<file path="src/rtl/mux_bus16b_sel1b_arb_pkg.sv">
// Shared definitions for the 16-bit bus return-path mux and its demux counterpart.
package mux_bus16b_sel1b_arb_pkg;

    typedef enum logic {
        IDLE = 1'b0,
        FULL = 1'b1
    } state_t;

    // Bus owner encoding, shared with the demux that consumes SEL_BUS.
    localparam logic SEL_R0 = 1'b0;
    localparam logic SEL_R1 = 1'b1;

    localparam int unsigned BUS_W_DEFAULT = 16;

endpackage

</file>
<file path="src/rtl/mux_bus16b_sel1b_arb_arb_rr2.sv">
// Combinational 2-way arbiter: round-robin on ties, or fixed R0 priority
// when MUX_FIXED_PRIO_EN is defined.
module arb_rr2
    import mux_bus16b_sel1b_arb_pkg::*;
(
    input  logic [1:0] eligible,
    input  logic       last_sel,
    output logic       grant_valid,
    output logic       grant_sel
);

    always_comb begin
        grant_valid = |eligible;
        grant_sel   = SEL_R0;
        if (eligible == 2'b11) begin
`ifdef MUX_FIXED_PRIO_EN
            grant_sel = SEL_R0;
`else
            grant_sel = (last_sel == SEL_R0) ? SEL_R1 : SEL_R0;
`endif
        end else if (eligible[1]) begin
            grant_sel = SEL_R1;
        end
    end

endmodule

</file>
<file path="src/rtl/mux_bus16b_sel1b_arb.sv">
// Two-source return-path mux onto the shared bus with a registered valid/ready
// output stage. Define MUX_FIXED_PRIO_EN for fixed R0 priority on ties.
module mux_bus16b_sel1b_arb
    import mux_bus16b_sel1b_arb_pkg::*;
#(
    parameter int unsigned WIDTH = BUS_W_DEFAULT
) (
    input  logic             CLK,
    input  logic             RST_N,
    input  logic [WIDTH-1:0] R0,
    input  logic             R0_REQ,
    output logic             R0_ACK,
    input  logic [WIDTH-1:0] R1,
    input  logic             R1_REQ,
    output logic             R1_ACK,
    output logic [WIDTH-1:0] TO_BUS,
    output logic             SEL_BUS,
    output logic             BUS_VALID,
    input  logic             BUS_READY
);

    state_t     state;
    logic       last_sel;
    logic [1:0] eligible;
    logic       grant_valid;
    logic       grant_sel;
    logic       can_load;
    logic       capture;

    // A source acknowledged this cycle still shows its old REQ, so mask it.
    assign eligible = {R1_REQ & ~R1_ACK, R0_REQ & ~R0_ACK};
    assign can_load = (state == IDLE) || BUS_READY;
    assign capture  = can_load && grant_valid;

    arb_rr2 u_arb (
        .eligible    (eligible),
        .last_sel    (last_sel),
        .grant_valid (grant_valid),
        .grant_sel   (grant_sel)
    );

    always_ff @(posedge CLK or negedge RST_N) begin
        if (!RST_N) begin
            state    <= IDLE;
            last_sel <= SEL_R1;
            TO_BUS   <= '0;
            SEL_BUS  <= SEL_R0;
            R0_ACK   <= 1'b0;
            R1_ACK   <= 1'b0;
        end else begin
            R0_ACK <= 1'b0;
            R1_ACK <= 1'b0;
            if (capture) begin
                TO_BUS   <= (grant_sel == SEL_R1) ? R1 : R0;
                SEL_BUS  <= grant_sel;
                last_sel <= grant_sel;
                state    <= FULL;
                R0_ACK   <= (grant_sel == SEL_R0);
                R1_ACK   <= (grant_sel == SEL_R1);
            end else if (state == FULL && BUS_READY) begin
                state <= IDLE;
            end
        end
    end

    assign BUS_VALID = (state == FULL);

endmodule

</file>
<file path="config.mk">
export PLATFORM = sky130hd
export DESIGN_NAME = mux_bus16b_sel1b_arb
export DESIGN_NICKNAME = d
export VERILOG_FILES = /design/src/rtl/mux_bus16b_sel1b_arb_pkg.sv /design/src/rtl/mux_bus16b_sel1b_arb_arb_rr2.sv /design/src/rtl/mux_bus16b_sel1b_arb.sv
export SDC_FILE = /design/constraint.sdc
export NUM_CORES = 1
export LEC_CHECK = 0
export CORE_MARGIN = 3
export CORE_UTILIZATION = 42
export DETAILED_ROUTE_END_ITERATION = 12
export PLACE_DENSITY = 0.84
export RECOVER_POWER = 50
export SYNTH_ARGS = -nofsm -noshare
export SYNTH_HDL_FRONTEND = slang
export SYNTH_SLANG_ARGS = --single-unit
</file>
<file path="constraint.sdc">
create_clock -name CLK -period 3.8 [get_ports CLK]
set_input_delay 0.76 -clock CLK [delete_from_list [all_inputs] [get_ports CLK]]
set_output_delay 0.76 -clock CLK [all_outputs]
set_load 0.02 [all_outputs]
</file>
==> results of run 1 <==
-- state kept, by name, indices dropped and copies added, names as in the netlist --
name,flops
TO_BUS,16
BUS_VALID,1
R0_ACK,1
R1_ACK,1
SEL_BUS,1
last_sel,1
-- power breakdown --
group | leakage, nW | switching, mW | internal (mW)
sequential | 0.256 | 0.0287 | 0.276
combinational | 0.487 | 0.163 | 0.152
clock | 0.0177 | 0.0673 | 0.0391
total | 0.760 | 0.259 | 0.467
-- logic make-up after synthesis --
kind of cell / count (synthesis) / share of synthesized area (%)
AO/OA/AOI/OAI: 19 / 19.0
buffers and inverters: 44 / 19.5
flip-flops: 21 / 46.6
AND/OR/NAND/NOR: 25 / 14.8
-- critical path: stages --
cell	delay, ns
dlygate4sd3_1	0.51
nand2b_1	0.57
o21a_1	0.79
o221ai_1	0.26
-- path summary, 6_finish.rpt --
kind                              to
min in group asynchronous  TO_BUS[0]
min reg2reg                 last_sel
min                         last_sel
max reg2reg                TO_BUS[3]
max in group asynchronous  TO_BUS[6]
max                        TO_BUS[3]
-- synthesized netlist by cell type --
library cell  count
and2b_1           1
and3_1            1
buf_12            1
buf_2             1
buf_4             2
buf_6             4
clkbuf_1          1
dfrtp_1          20
dfstp_2           1
inv_1            35
nand2_1           1
nand2b_1          1
nand3_2           1
nand3b_1          1
nand4_1          16
nor2_1            1
nor2b_4           1
o21a_1            1
o21ai_2           2
o221ai_1          8
o221ai_2          8
or3b_1            1
-- stage by stage --
stage          area [um^2]  std cells
2_1_floorplan         1130        109
3_3_place_gp          1640        186
3_5_place_dp          1640        186
4_1_cts               1670        190
5_1_grt               1670        190
6_report              1670        190
-- final cells by class --
class / instances / area [um^2] / share of cell area, %
Timing Repair Buffer: 56 / 561 / 33.6
Clock inverter: 1 / 5.00 / 0.300
Clock buffer: 3 / 22.5 / 1.35
Tap cell: 30 / 37.5 / 2.25
Sequential cell: 21 / 527 / 31.6
Multi-Input combinational cell: 44 / 383 / 23.0
Inverter: 35 / 131 / 7.88
-- metal layers --
| layer | vias to the layer above | global-route usage [%] |
|---|---|---|
| met1 | 449 | 21.1 |
| li1 | 477 | - |
| met3 | 2 | 2.45 |
| met2 | 26 | 30.6 |
| met5 | - | 0 |
| met4 | 0 | 2.98 |
==> results_dict.tcl, run 1 <==
set metrics [dict create \
    status "complete, no violations" \
    drtAntennaViolNets 0 \
    path_clk_slew_ns 0.13 \
    r2r_cells 3 \
    crit_type "in2reg" \
    ys_ff_latch 21 \
    ir_drop_mv 0.253 \
    cts_resized 0 \
    clkLatencyLatePin_ns 0.30 \
    initial_core_util_pct 44.8 \
    routed_wl_um 2680 \
    slew_headroom_pct 37.7 \
    cts_max_level 1 \
    cts_tree "done" \
    p_leak_nw 0.760 \
    syn-cell-area_um2 1130 \
    finalWorstSetupSlack_ns 1.06 \
    syn_to_final_growth_pct 47.5 \
    worst_pin_slew_ns 0.931 \
    worstHoldPathCells 2 \
    maxCapViolCount 0 \
    antenna_found_initial 0 \
    via_count 954 \
    gp_congestion 0.719 \
    rows 18 \
    drtIter0Drc 9 \
    setup_tns_ns 0 \
    layout_commonest_cell "clkdlybuf4s50_1" \
    dieArea_um2 3350 \
    detail_route.wl_per_cell_um 14.1 \
    firstDrtPassIters 2 \
    hold_viol 0 \
    setup_violations 0 \
    power.total_uw 726 \
    grt_overflow_total 0 \
    highest_layer "met4" \
    wl_met3_um 139 \
    clkSinkCount 21 \
    cts-root-buf "clkbuf_4" \
    period_needed_ns 2.74 \
    startpoint_type "input port" \
    syn_area_per_cell_um2 10.4 \
    met2_length_um 1390 \
    cts-buffers-inserted 3 \
    synth_top_area_cell "dfrtp_1" \
    post-place-ws_ns 0.781 \
    clk_path_buf_depth 2 \
    core_area_um2 2520 \
    ctsHoldBuffers 0 \
    post-dp-hpwl_um 2000 \
    cp-end-kind "register" \
    grt_pass1_vias 1009 \
    postCtsSetupBuffers 0 \
    fin_nets 198 \
    r2r-start "BUS_VALID" \
    synth_warnings 0 \
    rsz0062_at_grt "false" \
    met1_length_um 1130 \
    syn-num-nets 146 \
    synthTopCellsByArea "dfrtp_1 (44%), inv_1 (12%), o221ai_2 (11%)" \
    final_cell_mix "clkdlybuf4s50_1 (45), inv_1 (35), dfrtp_1 (20), nand4_1 (16), dlygate4sd3_1 (11)" \
    drv_slew 0 \
    grtUsageTotal_pct 16.7 \
    syn-instance-count 109 \
    synthDistinctLibCells 22 \
    vias_per_cell 5.02 \
    drc 0 \
    portBuffers 56 \
    cp_max_fo 20 \
    r2r_slack_ns 1.67 \
    num_antenna_cells 0 \
    max_freq_mhz 364 \
    crit_required_ns 3.95 \
    finalClockSkew_ns 0.0121 \
    cp-startpoint "BUS_READY" \
    hold_ws_ns 0.499 \
    hold_path.class "reg2reg" \
    grt_pass1_wl_um 4400 \
    die_h_um 57.9 \
    drive_above_1_share_pct 10.6 \
    seq_area_frac_synth_pct 46.6 \
    ios 57 \
    period_share_pct 72.2 \
    critPathArrivalTime_ns 2.89 \
    p_per_area_nw_per_um2 436 \
    grt_max_degree 22 \
    die_w_um 57.9 \
    post-route-util_pct 66.1 \
    min_from "last_sel" \
    n_fill_cell 229 \
    yosysTopAreaCellShare_pct 44.3 \
]
No activity file was read; power rests on OpenSTA's default activity.
==> run 2: changes to the inputs <==
--- a/config.mk
+++ b/config.mk
@@ -6,9 +6,9 @@
 export NUM_CORES = 1
 export LEC_CHECK = 0
 export CORE_MARGIN = 3
-export CORE_UTILIZATION = 42
+export CORE_UTILIZATION = 39
 export DETAILED_ROUTE_END_ITERATION = 12
-export PLACE_DENSITY = 0.84
+export PLACE_DENSITY = 0.78
 export RECOVER_POWER = 50
 export SYNTH_ARGS = -nofsm -noshare
 export SYNTH_HDL_FRONTEND = slang
==> constraint.sdc (replaced) <==
create_clock -name CLK -period 2.71 [get_ports CLK]
set_input_delay 0.542 -clock CLK [delete_from_list [all_inputs] [get_ports CLK]]
set_output_delay 0.542 -clock CLK [all_outputs]
set_load 0.02 [all_outputs]
==> results_dict.tcl, run 2 (synthesized netlist as in run 1, its figures left out) <==
set metrics [dict create \
    hold_path.class "reg2reg" \
    routed_wl_um 2840 \
    crit_required_ns 2.93 \
    via_count 994 \
    drive_above_1_share_pct 11.0 \
    gp_congestion 0.734 \
    slew_headroom_pct 26.0 \
    fin_nets 202 \
    postCtsSetupBuffers 0 \
    cp-end-kind "register" \
    worst_pin_slew_ns 1.11 \
    vias_per_cell 5.12 \
    core_area_um2 2610 \
    crit_type "in2reg" \
    setup_tns_ns 0 \
    finalClockSkew_ns 0.00190 \
    critPathArrivalTime_ns 2.25 \
    p_per_area_nw_per_um2 610 \
    post-route-util_pct 65.1 \
    maxCapViolCount 0 \
    rsz0062_at_grt "false" \
    drv_slew 0 \
    largest_reg_flops 16 \
    dieArea_um2 3580 \
    final_cell_count_no_fill 194 \
    hold_viol 0 \
    grt_overflow_total 0 \
    post-dp-hpwl_um 2160 \
    syn_to_final_growth_pct 50.5 \
    setup_violations 0 \
    startpoint_type "input port" \
    grt_max_degree 22 \
    cp_max_fo 19 \
    path_cells "clkdlybuf4s50_1, nand2b_1, nand3_2, o221ai_1" \
    firstDrtPassIters 4 \
    grt_pass1_wl_um 4690 \
    p_leak_nw 0.774 \
    ctsHoldBuffers 0 \
    slowest_stage "nand3_2" \
    period_share_pct 75.0 \
    cts-root-buf "clkbuf_4" \
    cts_resized 0 \
    drtIter0Drc 24 \
    slowest_delay_ns 0.52 \
    placed_cells 190 \
    status "complete, no violations" \
    period_needed_ns 2.03 \
    grtUsageTotal_pct 17.4 \
    final_cell_mix "clkdlybuf4s50_1 (46), inv_1 (35), dfrtp_1 (20), nand4_1 (16), dlygate4sd3_1 (10)" \
    die_w_um 59.8 \
    cts_max_level 1 \
    grt_pass1_vias 1096 \
    layout_commonest_cell "clkdlybuf4s50_1" \
    ir_drop_mv 0.400 \
    critPathTopFamily "simple AND/OR/NAND/NOR gates" \
    ios 57 \
    detail_route.wl_per_cell_um 14.7 \
    drc 0 \
    clkLatencyLatePin_ns 0.31 \
    clkSinkCount 21 \
    max_freq_mhz 492 \
    drtAntennaViolNets 0 \
    crit_buf_inv 1 \
    clk_path_buf_depth 2 \
    cts_tree "done" \
    rows 18 \
    portBuffers 56 \
    path_clk_slew_ns 0.11 \
    die_h_um 59.8 \
    antenna_found_initial 0 \
    n_fill_cell 220 \
    cts-buffers-inserted 3 \
    largest_register "TO_BUS" \
    initial_core_util_pct 43.2 \
    num_antenna_cells 0 \
]
-- run 2: path summary, 6_finish.rpt --
kind	start	endpoint	slack, ns	depth (start not counted)
setup / recovery	BUS_READY	TO_BUS[4]	0.68	4
hold / removal	last_sel	last_sel	0.50	2
setup reg to reg	BUS_VALID	TO_BUS[4]	0.99	3
hold reg to reg	last_sel	last_sel	0.50	2
max in group asynchronous	RST_N	TO_BUS[8]	1.11	2
min in group asynchronous	RST_N	BUS_VALID	0.95	2
-- run 2: per-layer routing --
metal  global-route usage [%]  vias to the layer above  share of wire (%)
met5                        0                        -                  0
met4                     5.06                        0                1.2
met3                     4.97                        4                5.8
met2                     31.8                       29                 53
met1                     19.2                      475                 40
li1                         -                      486                  -
-- run 2: cell type report --
| cell class | count | area, um^2 | area share, % |
|---|---|---|---|
| inverters | 35 | 131 | 7.73 |
| repair buffers | 60 | 596 | 35.0 |
| clock buffers | 4 | 26.3 | 1.55 |
| multi-input cells | 44 | 383 | 22.5 |
| flip-flops and latches | 21 | 527 | 31.0 |
| well taps | 30 | 37.5 | 2.21 |
-- run 2: metrics by stage --
stage / hold slack (ns) / cell area [um^2] / worst slack, ns / power [mW]
global placement: 0.481 / 1680 / 0.438 / 0.900
detailed placement: 0.488 / 1680 / 0.354 / 0.909
finish: 0.504 / 1700 / 0.677 / 1.04
floorplan: 0.246 / 1130 / 1.26 / 0.692
CTS: 0.506 / 1710 / 0.691 / 1.06
global route: 0.527 / 1700 / 0.562 / 1.10
-- run 2: report_power, final --
group | switching [mW] | leakage (nW) | internal, mW
combinational | 0.234 | 0.503 | 0.223
clock | 0.0960 | 0.0150 | 0.0575
sequential | 0.0399 | 0.256 | 0.387
-- run 2: worst register-to-register path, delay by kind of cell, from the launching register on --
family	cells	cell delay, ns
simple gates	2	0.84
flops	1	0.40
compound gates	1	0.38
